--- config.mk ---
export PLATFORM = sky130hd
export DESIGN_NAME = asm_endereco_atual_flat
export DESIGN_NICKNAME = d
export VERILOG_FILES = /design/src/rtl/asm_endereco_atual_if.sv /design/src/rtl/asm_endereco_atual.sv /design/src/flat_wrapper.sv
export SDC_FILE = /design/constraint.sdc
export NUM_CORES = 1
export LEC_CHECK = 0
export ABC_CLOCK_PERIOD_IN_PS = 5690
export BUFFER_PORTS_ARGS = -buffer_cell sky130_fd_sc_hd__clkbuf_2
export CAP_MARGIN = 30
export CORE_UTILIZATION = 58
export DETAILED_ROUTE_END_ITERATION = 10
export GPL_ROUTABILITY_DRIVEN = 0
export PLACE_DENSITY = 0.91
export SETUP_SLACK_MARGIN = 0.1
export SLEW_MARGIN = 20
export SYNTH_ARGS = -nofsm -noshare
export SYNTH_HDL_FRONTEND = slang
export SYNTH_SLANG_ARGS = --single-unit
--- constraint.sdc ---
create_clock -name clk -period 5.69 [get_ports clk]
set_clock_uncertainty 0.2 [all_clocks]
set_input_delay 0.8535 -clock clk [delete_from_list [all_inputs] [get_ports clk]]
set_output_delay 0.8535 -clock clk [all_outputs]
set_load 0.02 [all_outputs]
--- src/rtl/asm_endereco_atual_if.sv ---
// Bus between the control/button logic and the playback address generator.
// The master drives the seek buttons, enable and PCM byte; the slave returns
// the PCM address, the seconds offset for the display and the next-song pulse.
interface asm_endereco_atual_if #(
  parameter int ADDR_W = 22
);

  logic              count;
  logic              passa_10s;
  logic              volta_10s;
  logic              passa_30s;
  logic              volta_30s;
  logic [7:0]        current_value;
  logic [ADDR_W-1:0] endereco;
  logic signed [8:0] time_adder;
  logic              prox_musica;

  modport master (
    output count,
    output passa_10s,
    output volta_10s,
    output passa_30s,
    output volta_30s,
    output current_value,
    input  endereco,
    input  time_adder,
    input  prox_musica
  );

  modport slave (
    input  count,
    input  passa_10s,
    input  volta_10s,
    input  passa_30s,
    input  volta_30s,
    input  current_value,
    output endereco,
    output time_adder,
    output prox_musica
  );

endinterface

--- src/rtl/asm_endereco_atual.sv ---
// Playback address generator for the music player.
// Advances the PCM read address while enabled, applies +/-10 s and +/-30 s
// seeks on button rising edges, and on the end-of-song byte (0) rewinds the
// address and pulses a next-song request. All outputs are registered.
module asm_endereco_atual #(
  parameter int ADDR_W          = 22,
  parameter int SAMPLES_PER_SEC = 16000
) (
  input  logic                 clk,
  input  logic                 reset,
  asm_endereco_atual_if.slave  bus
);

  // One extra bit so forward sums can be compared against the top address
  // without overflowing.
  localparam int AW1 = ADDR_W + 1;
  localparam logic [ADDR_W:0] JUMP_10  = AW1'(10 * SAMPLES_PER_SEC);
  localparam logic [ADDR_W:0] JUMP_30  = AW1'(30 * SAMPLES_PER_SEC);
  localparam logic [ADDR_W:0] MAX_ADDR = {1'b0, {ADDR_W{1'b1}}};

  typedef enum logic [0:0] {
    ST_PLAY = 1'b0,
    ST_FIM  = 1'b1
  } state_t;

  state_t            r_state;
  state_t            w_state_nxt;

  logic [ADDR_W-1:0] r_endereco;
  logic [ADDR_W-1:0] w_endereco_nxt;
  logic signed [8:0] r_time_adder;
  logic signed [8:0] w_time_adder_nxt;
  logic              r_prox_musica;
  logic              w_prox_musica_nxt;

  logic              r_p10_d;
  logic              r_v10_d;
  logic              r_p30_d;
  logic              r_v30_d;

  logic              w_ev_p10;
  logic              w_ev_v10;
  logic              w_ev_p30;
  logic              w_ev_v30;

  logic              w_has_ev;
  logic              w_fwd;
  logic [ADDR_W:0]   w_jump_amt;
  logic signed [8:0] w_jump_sec;
  logic [ADDR_W:0]   w_fwd_sum;
  logic [ADDR_W:0]   w_bwd_diff;
  logic              w_jump_ok;

  // Rising edges of the seek buttons; a held press fires only once.
  assign w_ev_p10 = bus.passa_10s & ~r_p10_d;
  assign w_ev_v10 = bus.volta_10s & ~r_v10_d;
  assign w_ev_p30 = bus.passa_30s & ~r_p30_d;
  assign w_ev_v30 = bus.volta_30s & ~r_v30_d;

  assign w_fwd_sum  = {1'b0, r_endereco} + w_jump_amt;
  assign w_bwd_diff = {1'b0, r_endereco} - w_jump_amt;

  // Pick the single highest-priority seek event of this cycle.
  always_comb begin
    w_has_ev   = 1'b0;
    w_fwd      = 1'b0;
    w_jump_amt = '0;
    w_jump_sec = 9'sd0;
    if (w_ev_p30) begin
      w_has_ev   = 1'b1;
      w_fwd      = 1'b1;
      w_jump_amt = JUMP_30;
      w_jump_sec = 9'sd30;
    end else if (w_ev_v30) begin
      w_has_ev   = 1'b1;
      w_fwd      = 1'b0;
      w_jump_amt = JUMP_30;
      w_jump_sec = -9'sd30;
    end else if (w_ev_p10) begin
      w_has_ev   = 1'b1;
      w_fwd      = 1'b1;
      w_jump_amt = JUMP_10;
      w_jump_sec = 9'sd10;
    end else if (w_ev_v10) begin
      w_has_ev   = 1'b1;
      w_fwd      = 1'b0;
      w_jump_amt = JUMP_10;
      w_jump_sec = -9'sd10;
    end else begin
      w_has_ev   = 1'b0;
    end
  end

  // A jump is only taken if it stays inside the address space; out-of-range
  // seeks are refused rather than clamped.
  always_comb begin
    w_jump_ok = 1'b0;
    if (w_fwd) begin
      w_jump_ok = (w_fwd_sum <= MAX_ADDR);
    end else begin
      w_jump_ok = ({1'b0, r_endereco} >= w_jump_amt);
    end
  end

  // Next state and next output values of the playback FSM.
  always_comb begin
    w_state_nxt       = r_state;
    w_endereco_nxt    = r_endereco;
    w_time_adder_nxt  = 9'sd0;
    w_prox_musica_nxt = 1'b0;
    case (r_state)
      ST_PLAY: begin
        if (bus.current_value == 8'd0) begin
          w_endereco_nxt    = '0;
          w_prox_musica_nxt = 1'b1;
          w_state_nxt       = ST_FIM;
        end else if (w_has_ev) begin
          // The count increment is dropped in any seek cycle.
          if (w_jump_ok) begin
            if (w_fwd) begin
              w_endereco_nxt = w_fwd_sum[ADDR_W-1:0];
            end else begin
              w_endereco_nxt = w_bwd_diff[ADDR_W-1:0];
            end
            w_time_adder_nxt = w_jump_sec;
          end else begin
            w_endereco_nxt = r_endereco;
          end
        end else if (bus.count) begin
          w_endereco_nxt = r_endereco + ADDR_W'(1);
        end else begin
          w_endereco_nxt = r_endereco;
        end
      end
      ST_FIM: begin
        w_endereco_nxt = '0;
        if (bus.current_value != 8'd0) begin
          w_state_nxt = ST_PLAY;
        end else begin
          w_state_nxt = ST_FIM;
        end
      end
      default: begin
        w_endereco_nxt = '0;
        w_state_nxt    = ST_PLAY;
      end
    endcase
  end

  // FSM state register.
  always_ff @(posedge clk) begin
    if (!reset) begin
      r_state <= ST_PLAY;
    end else begin
      r_state <= w_state_nxt;
    end
  end

  // Button history for edge detection; keeps updating in every state so a
  // press made while waiting at the end marker never fires later.
  always_ff @(posedge clk) begin
    if (!reset) begin
      r_p10_d <= 1'b0;
      r_v10_d <= 1'b0;
      r_p30_d <= 1'b0;
      r_v30_d <= 1'b0;
    end else begin
      r_p10_d <= bus.passa_10s;
      r_v10_d <= bus.volta_10s;
      r_p30_d <= bus.passa_30s;
      r_v30_d <= bus.volta_30s;
    end
  end

  // Registered outputs.
  always_ff @(posedge clk) begin
    if (!reset) begin
      r_endereco    <= '0;
      r_time_adder  <= 9'sd0;
      r_prox_musica <= 1'b0;
    end else begin
      r_endereco    <= w_endereco_nxt;
      r_time_adder  <= w_time_adder_nxt;
      r_prox_musica <= w_prox_musica_nxt;
    end
  end

  assign bus.endereco    = r_endereco;
  assign bus.time_adder  = r_time_adder;
  assign bus.prox_musica = r_prox_musica;

endmodule

--- src/flat_wrapper.sv ---
// flat-port wrapper written by rule: the top's interface ports become plain ports
module asm_endereco_atual_flat 
#(
  parameter int ADDR_W          = 22,
  parameter int SAMPLES_PER_SEC = 16000
)
  (clk, reset, bus_count, bus_passa_10s, bus_volta_10s, bus_passa_30s, bus_volta_30s, bus_current_value, bus_endereco, bus_time_adder, bus_prox_musica);
  asm_endereco_atual_if #(.ADDR_W(ADDR_W)) bus_i ();
  input  logic clk;
  input  logic reset;
  input wire logic [$bits(bus_i.count)-1:0] bus_count;
  input wire logic [$bits(bus_i.passa_10s)-1:0] bus_passa_10s;
  input wire logic [$bits(bus_i.volta_10s)-1:0] bus_volta_10s;
  input wire logic [$bits(bus_i.passa_30s)-1:0] bus_passa_30s;
  input wire logic [$bits(bus_i.volta_30s)-1:0] bus_volta_30s;
  input wire logic [$bits(bus_i.current_value)-1:0] bus_current_value;
  output wire logic [$bits(bus_i.endereco)-1:0] bus_endereco;
  output wire logic [$bits(bus_i.time_adder)-1:0] bus_time_adder;
  output wire logic [$bits(bus_i.prox_musica)-1:0] bus_prox_musica;
  assign bus_i.count = bus_count;
  assign bus_i.passa_10s = bus_passa_10s;
  assign bus_i.volta_10s = bus_volta_10s;
  assign bus_i.passa_30s = bus_passa_30s;
  assign bus_i.volta_30s = bus_volta_30s;
  assign bus_i.current_value = bus_current_value;
  assign bus_endereco = bus_i.endereco;
  assign bus_time_adder = bus_i.time_adder;
  assign bus_prox_musica = bus_i.prox_musica;
  asm_endereco_atual #(.ADDR_W(ADDR_W), .SAMPLES_PER_SEC(SAMPLES_PER_SEC)) u_core (.clk(clk), .reset(reset), .bus(bus_i));
endmodule
After elaboration in Yosys (flattened, before gate mapping)
Cells that the tools add are included.
{"block": "word_totals", "regBits": 37, "inputBits": 15}
{"block": "classes", "n_addsub": 3, "n_lt_le_gt_ge": 2, "eq_ne": 2, "mux": 25, "bitwise": 12, "reduce_logical": 7}
{"operator": "two-way mux 22 bit", "n": 5}
{"operator": "two-way mux 23 bit", "n": 3}
{"operator": "one-hot mux 22 bit (2 select lines)", "n": 1}
{"operator": "two-way mux 9 bit", "n": 3}
{"operator": "adder 22 x 23 -> 23 bit", "n": 1}
{"operator": "greater-or-equal comparator 22 x 23 -> 1 bit", "n": 1}
{"operator": "<= comparator 23 x 22 -> 1 bit (second input constant)", "n": 1}
{"operator": "adder 22 x 1 -> 22 bit (second input constant)", "n": 1}
{"operator": "subtractor 22 bit", "n": 1}
{"operator": "two-way mux 18 bit", "n": 1}
{"operator": "two-way mux 1 bit", "n": 10}
{"operator": "logical NOT 8 bit", "n": 1}
{"operator": "inverter 1 bit", "n": 8}
{"operator": "nonzero test 8 bit", "n": 1}
{"operator": "OR reduction 8 bit", "n": 1}
{"operator": "OR reduction 6 bit", "n": 1}
{"operator": "two-way mux 5 bit", "n": 1}
{"operator": "OR reduction 5 bit", "n": 1}
{"operator": "AND 1 bit", "n": 4}
{"operator": "!= test 4 x 2 -> 1 bit (second input constant)", "n": 1}
{"operator": "!= test 4 bit (second input constant)", "n": 1}
{"operator": "one-hot mux 1 bit (2 select lines)", "n": 1}
{"operator": "AND reduction 2 bit", "n": 1}
{"operator": "OR reduction 2 bit", "n": 1}

Depth between registers and ports, before layout
Gate-level depths: netlist (run 1).
{"block": "depth", "depth_word": 13, "depth_mapped": 17, "depth_no_buf": 15}

Worst setup path before layout (run 1)
Ideal clock, no wire load.
{"block": "synth_path", "path_type": "in2reg", "start": "input port bus_passa_30s", "end": "register u_core.r_endereco[8], in the netlist u_core.bus.endereco[8]", "setup_time_ns": 0.072, "arrival_ns": 4.126, "required_ns": 5.418, "slack_ns": 1.293, "stages": 17, "cell_sequence": "nand2b_1 nand2_1 inv_1 nand2_1 clkbuf_1 ha_1 inv_1 fa_1 and4b_1 o2111ai_1 a211oi_1 nor2_1 nand4b_1 o21a_1 buf_6 nor2_2 mux2i_1"}
{"block": "synth_between", "elab_chain_len": 8, "word_cells_on_any_way": 17, "cone_classes": "add/sub: 2; order compare: 2; eq/ne: 2; mux: 9; bitwise: 1; reduce/logical: 1"}
{"element": "start: declaration", "line_no": "flat_wrapper.sv:14", "text": "input wire logic [$bits(bus_i.passa_30s)-1:0] bus_passa_30s;"}
{"element": "AND 1 bit (*)", "line_no": "asm_endereco_atual.sv:57", "text": "assign w_ev_p30 = bus.passa_30s & ~r_p30_d;"}
{"element": "branches (longest 7 deep; another with adder 22 x 23 -> 23 bit)"}
{"element": "end signal: assignment", "line_no": "asm_endereco_atual.sv:182", "text": "r_endereco <= w_endereco_nxt;"}
{"element": "end: declaration", "line_no": "asm_endereco_atual.sv:29", "text": "logic [ADDR_W-1:0] r_endereco;"}
Every way passes the cells marked *. The select of a mux whose other input is x is not followed.
A chain may end at the register's enable or synchronous reset.

Final worst setup path (run 1)
{"block": "layout_path", "start": "input port bus_volta_30s", "end": "register u_core.r_endereco[20], in the netlist u_core.bus.endereco[20]"}
{"block": "layout_between", "elab_chain_len": 9, "word_cells_on_any_way": 20, "cone_classes": "add/sub: 2; order compare: 2; eq/ne: 2; mux: 12; bitwise: 1; reduce/logical: 1"}
{"element": "start: declaration", "line_no": "flat_wrapper.sv:15", "text": "input wire logic [$bits(bus_i.volta_30s)-1:0] bus_volta_30s;"}
{"element": "AND 1 bit (*)", "line_no": "asm_endereco_atual.sv:58", "text": "assign w_ev_v30 = bus.volta_30s & ~r_v30_d;"}
{"element": "branches (longest 8 deep; another with adder 22 x 23 -> 23 bit)"}
Marks and branches as above.

==> key figures, run 1 <==
Run status
  • Status: completed

Clock network
  • Clock Root Buffer: clkbuf_8
  • Clk slew on worst S/H paths: 0.07 ns
  • Hold-fix buffers at CTS: 0
  • Post_cts resized: 0
  • H-tree levels: 2
  • CTS buffer count: 5
  • Post-CTS setup buffer count: 0
  • Latest clock arrival within the worst-skew pair: 0.29 ns
  • CTS tree: built
  • CTS Buffer Depth: 2
  • Clock sinks: 32

Critical path
  • Worst flop-to-flop path startpoint: u_core.r_p30_d
  • CP Class: input port to flop
  • Max FO, Critical Path: 20
  • Critical Path Start Type: input port
  • Crit-path cells: clkbuf_2 -> nand2b_1 -> nand2_1 -> inv_1 -> nand2_1 -> ha_1 -> inv_1 -> fa_1 -> nor4b_1 -> o2111ai_1 -> nor4_1 -> o2111ai_1 -> o21a_1 -> o221ai_1 -> mux2i_1
  • Crit path max-delay cell type: nand2_1
  • Arrival time worst endpoint: 5.12 ns
  • CP endpoint kind: flop
  • Worst Setup SP: bus_volta_30s
  • Worst Path Required: 5.71 ns
  • CP max stage delay: 0.46 ns

Cells and area
  • Nets: 479
  • ANT cells: 0
  • Fin cells: 512
  • Fin area: 3380 µm²
  • Fin util: 0.662
  • Layout cells sized above 1: 0.158
  • Area Overhead vs Synth: 9.66%

Drt
  • Vias after detailed routing: 3402
  • DRT Pass-1 Iters: 6
  • WL/cell: 18.0 µm
  • Vias per cell: 6.64
  • DRT iter0 DRCs: 448
  • Drt drc: 0
  • WL final: 9220 µm
  • DRT antenna net count: 0

Floorplanning
  • DIE HEIGHT: 74.9 µm
  • Row Count: 26
  • Io pins: 47
  • Core box area: 5110 µm²
  • Chip Width: 74.9 µm
  • Initial cell density of the core: 0.603
  • Die footprint: 5610 µm²

Timing
  • Worst Max-Slew Pin Slew: 0.812 ns
  • Final hold violation count: 0
  • Final worst path period share: 0.896
  • Post-route setup slack: 0.592 ns
  • Setup violators final: 0
  • Minimum clock period: 5.10 ns
  • RSZ-0062 raised after global routing: no
  • Slew HR: 0.459
  • Slew Limit Fails: 0
  • Final setup TNS: 0 ns
  • FMAX: 196 MHz

Yosys
  • Synth Area per Inst: 7.50 µm²
  • Synthesized instance count: 411
  • EDFF count, synth: 0
  • Syn Nets: 449
  • Predominant post-synthesis flop cell: dfxtp_1
  • Cell with the most instances after synthesis: nor2_1
  • Post-synthesis sequential area ratio: 0.208
  • Synthesized flop and latch total: 32
  • Synth cell count leaders: 45 x nor2_1, 44 x nand2_1, 32 x dfxtp_1
  • Netlist cell types: 68
  • Top-area cell type share of the netlist area: 0.208
  • Post-synth ARST share: 0
  • Synth top area cells: dfxtp_1 21%, ha_1 8.5%, nor2_1 5.5%
  • Synthesized area: 3080 µm²
  • Ys Warns: 0
  • Synth area leader: dfxtp_1

Placed design
  • DP Area: 3270 µm²
  • Placed cells: 504
  • DP Wirelength: 6850 µm
  • Pre-CTS setup slack: 0.463 ns
  • # port buffers: 45

Power
  • Pwr/cell area: 484 nW/µm²
  • Int Power: 797 µW
  • Maximum VDD drop: 0.280 mV
  • Combinational share of power: 0.615
  • Clock share of power: 0.132
  • Pleak: 1.42 nW
  • Switching Share: 0.513
  • Switching Power: 840 µW
  • Register share of total power: 0.253

Min path
  • HP Class: flop to flop
  • Hold path start: u_core.r_state

Global route
  • Largest net degree at the start of global routing: 21
  • Initial antenna violation count: 0
  • First-pass GRT wire length: 14800 µm
  • Vias in the first global route: 3116
  • GR Overflow Total: 0
  • GRT Overall Usage: 0.347

Run
  • Max-cap violations: 0
==> placed cells by master (no fill, tap or decap), drive strengths merged, types with 3 or more instances in the layout <==
| master | count |
|---|---|
| a211oi | 6 |
| nor4 | 10 |
| o21bai | 6 |
| clkbuf | 50 |
| nand2b | 8 |
| o32ai | 3 |
| xor2 | 11 |
| nand3 | 10 |
| o211ai | 4 |
| nand2 | 44 |
| buf | 3 |
| nor2 | 46 |
| ha | 21 |
| o22ai | 7 |
| a22oi | 3 |
| nand4 | 10 |
| and2 | 10 |
| inv | 15 |
| or3 | 3 |
| and4 | 5 |
| o2111ai | 3 |
| o21ai | 19 |
| and3 | 5 |
| mux2i | 7 |
| or2 | 4 |
| o31ai | 5 |
| o311a | 3 |
| o21a | 3 |
| o31a | 5 |
| xnor2 | 10 |
| nor3 | 11 |
| nor2b | 6 |
| dfxtp | 32 |
| a21oi | 23 |
==> worst paths after layout <==
path	end	slack (ns)	cells past startpoint
worst min register to register	u_core.bus.prox_musica	0.21	1
worst max register to register	u_core.bus.endereco[20]	0.88	14
worst max-delay path	u_core.bus.endereco[20]	0.59	15
worst min-delay path	u_core.bus.prox_musica	0.21	1
==> cell families (layout without fill, tap and decap cells) <==
logic type,Yosys count,count (layout),synth area share
buf+inv,41,72,0.0690
simple gates,180,180,0.302
fa+ha+maj,23,23,0.0983
compound gates,106,106,0.239
other cells,1,1,0.00122
xor+xnor,21,21,0.0597
flops,32,32,0.208
mux,7,7,0.0227
==> sequential cells by signal, indices dropped and copies added (netlist names) <==
signal,flops
u_core.bus.endereco,22
u_core.r_state,1
u_core.r_p30_d,1
u_core.bus.time_adder,4
u_core.r_p10_d,1
u_core.bus.prox_musica,1
u_core.r_v10_d,1
u_core.r_v30_d,1
==> power by group through the flow <==
stage / Sequential [mW] / Clock (mW) / Combinational (mW)
4_1_cts: 0.403 / 0.216 / 0.973
3_3_place_gp: 0.406 / 0 / 0.942
3_5_place_dp: 0.409 / 0 / 0.967
6_report: 0.414 / 0.216 / 1.01
5_1_grt: 0.423 / 0.228 / 1.08
2_1_floorplan: 0.403 / 0 / 0.743
==> layout make-up <==
cell class | instances | area, µm²
Inverter | 16 | 60.1
Tap cell | 70 | 87.6
Clock buffer | 5 | 68.8
Multi-Input combinational cell | 338 | 2230
Fill cell | 428 | 1730
Timing Repair Buffer | 48 | 248
Clock inverter | 3 | 42.5
Sequential cell | 32 | 641
==> metrics by stage <==
| stage | total power [mW] | hold WS (ns) |
|---|---|---|
| CTS | 1.59 | 0.210 |
| global placement | 1.35 | 0.196 |
| floorplan | 1.15 | 0.193 |
| detailed placement | 1.38 | 0.202 |
| finish | 1.64 | 0.210 |
| global route | 1.73 | 0.241 |
==> critical path: cells and delay by family <==
family	cells	cell delay [ns]
AO/OA/AOI/OAI	4	1.14
adder cells (fa/ha/maj)	2	0.83
AND/OR/NAND/NOR	5	1.64
multiplexers	1	0.21
buffers and inverters	3	0.44
==> metal layers <==
layer	wire length [µm]	GRT usage	vias up
li1	-	-	1555
met1	3630	0.437	1562
met4	326	0.153	0
met5	0	0	-
met3	972	0.0763	41
met2	4290	0.571	244
Power figures use the tool's default switching activity.
==> run 2, diff against run 1 <==
CELL_PAD_IN_SITES_DETAIL_PLACEMENT = 0   (was default)
CELL_PAD_IN_SITES_GLOBAL_PLACEMENT = 1   (was default)
CORE_UTILIZATION = 42   (was 58)
CTS_CLUSTER_DIAMETER = 100   (was default)
==> run 2 against run 1 <==
Utilization down 17 points. Critical endpoint unchanged. Sequential power grew 1%. Final cell count increased by 5.5%. Combinational power about the same. Sequential share of layout area shrank 0.32 points. Sequential cell count unchanged. Non-clock buffer count up 2. Critical path type unchanged. Global-route usage shrank 8.9 points. Die area up 37%. Setup slack improved by 0.20 ns.
==> key figures, run 2 (synthesis gave the netlist of run 1 again) <==
Critical path
  • CP Class: input port to flop
  • Max FO, Critical Path: 13 (-35%)
  • Worst Setup SP: bus_passa_30s
  • Worst Path Required: 5.71 ns (about the same)
  • Worst flop-to-flop path startpoint: u_core.r_p30_d
  • Arrival time worst endpoint: 4.91 ns (-0.21 ns)
  • Critical Path Start Type: input port
  • CP endpoint kind: flop

Timing
  • Final hold violation count: 0 (unchanged)
  • FMAX: 204 MHz (+4.1%)
  • Minimum clock period: 4.89 ns (-0.203 ns)
  • Final worst path period share: 0.860 (-0.0357)
  • RSZ-0062 raised after global routing: no
  • Slew Limit Fails: 0 (unchanged)
  • Final setup TNS: 0 ns (unchanged)
  • Setup violators final: 0 (unchanged)
  • Worst Max-Slew Pin Slew: 0.778 ns (-0.0340 ns)
  • Slew HR: 0.481 (+0.0220)

Global route
  • M1 GR Usage: 0.356 (-0.0802)
  • Routing usage on met2: 0.403 (-0.168)
  • GR peak layer: met2
  • Met3 Track Usage GR: 0.0386 (-0.0377)
  • First-pass GRT wire length: 15300 µm (+3.3%)
  • Largest net degree at the start of global routing: 21 (unchanged)
  • Vias in the first global route: 3034 (-2.6%)
  • GRT Overall Usage: 0.258 (-0.0892)
  • GR Overflow Total: 0 (unchanged)
  • Initial antenna violation count: 0 (unchanged)

Drt
  • DRT antenna net count: 0 (unchanged)
  • Drt drc: 0 (unchanged)
  • WL final: 9500 µm (+3.0%)
  • DRT iter0 DRCs: 282 (-37%)
  • Vias per cell: 5.98 (-10%)
  • WL/cell: 17.6 µm (-2.3%)
  • DRT Pass-1 Iters: 5 (-1)
  • Vias after detailed routing: 3227 (-5.1%)

Cells and area
  • Fin area: 3440 µm² (+1.7%)
  • Filler cells: 686 (+60%)
  • Nets: 481 (+0.42%)
  • Max reg flops: 22 (unchanged)
  • Most frequent cells in the layout: 45 x nor2_1, 45 x clkbuf_2, 44 x nand2_1, 32 x dfxtp_1, 23 x a21oi_1
  • Layout cells sized above 1: 0.160 (+0.00154)
  • ANT cells: 0 (unchanged)
  • Area Overhead vs Synth: 11.6%

Clock network
  • Post_cts resized: 0 (unchanged)
  • Post-CTS setup buffer count: 0 (unchanged)
  • Hold-fix buffers at CTS: 0 (unchanged)
  • Clock sinks: 32 (unchanged)
  • CTS Buffer Depth: 2 (unchanged)
  • Clk slew on worst S/H paths: 0.07 ns (about the same)
  • Latest clock arrival within the worst-skew pair: 0.29 ns (about the same)
  • CTS tree: built
  • Clock Root Buffer: clkbuf_8
  • H-tree levels: 2 (unchanged)
  • CTS buffer count: 5 (unchanged)

Floorplanning
  • Core box area: 6940 µm² (+36%)
  • Die footprint: 7680 µm² (+37%)
  • Row Count: 30 (+15%)
  • Initial cell density of the core: 0.444 (-0.160)
  • DIE HEIGHT: 87.7 µm (+17%)
  • Io pins: 47 (unchanged)
  • Chip Width: 87.7 µm (+17%)

Run
  • Max-cap violations: 0 (unchanged)

Min path
  • HP Class: flop to flop
  • Hold path start: u_core.r_state

Power
  • Pleak: 1.44 nW (+1.3%)
  • Maximum VDD drop: 0.216 mV (-23%)
  • Pwr/cell area: 484 nW/µm² (-0.11%)

Placed design
  • DP Area: 3310 µm² (+1.3%)
  • # port buffers: 45 (unchanged)
  • DP Wirelength: 7130 µm (+4.2%)

Run status
  • Status: completed
## run 2: cell count changes in the layout (fill, tap and decap cells not counted)
cell	previous run	this run
clkinvlp_4	1	0
clkinv_2	1	0
a21oi_2	1	0
a21oi_1	22	23
clkbuf_8	5	7
buf_4	3	5
## run 2: per-layer routing
layer / vias up / part of all wire
met3: 29 / 0.083
met5: - / 0
met2: 159 / 0.45
li1: 1557 / -
met4: 0 / 0.029
met1: 1482 / 0.44
## run 2: final cells by class
cell class,instances,area [µm²],area share
multi-input combinational,338,2230,0.648
sequential,32,641,0.186
timing repair buffer,50,263,0.0764
tap,96,120,0.0349
clock buffer,7,96.3,0.0280
inverter,16,60.1,0.0175
clock inverter,1,30.0,0.00873
## run 2: report_power, final
part           switching [mW]  internal, mW  leakage (nW)
Combinational           0.607         0.397          1.11
Sequential              0.142         0.276         0.263
Clock                  0.0877         0.154        0.0645
Total                   0.837         0.827          1.44
## run 2: worst paths after layout
| path | slack [ns] | depth (start not counted) | endpoint |
|---|---|---|---|
| setup / recovery | 0.80 | 15 | u_core.bus.endereco[20] |
| hold / removal | 0.24 | 1 | u_core.bus.prox_musica |
| setup reg to reg | 1.08 | 14 | u_core.bus.endereco[20] |
| hold reg to reg | 0.24 | 1 | u_core.bus.prox_musica |
## run 2: through the flow
stage,instances,worst slack (ns),power (mW),utilization,hold WS (ns)
5_1_grt,540,0.566,1.77,0.495,0.251
3_3_place_gp,532,0.772,1.39,0.477,0.197
3_5_place_dp,532,0.597,1.39,0.477,0.215
2_1_floorplan,411,1.29,1.15,-,0.193
4_1_cts,540,0.891,1.64,0.495,0.224
6_report,540,0.795,1.66,0.495,0.238
## run 2: worst max-delay path: stages
cell and delay (ns):
clkbuf_2 0.09, nand2b_1 0.12, nand2_1 0.23, inv_1 0.29, nand2_1 0.23, buf_4 0.25, ha_1 0.49, nand4_1 0.27
a211oi_1 0.49, o31a_1 0.25, xor2_1 0.20, o2111ai_1 0.22, o21a_1 0.43, o221ai_1 0.29, mux2i_1 0.21
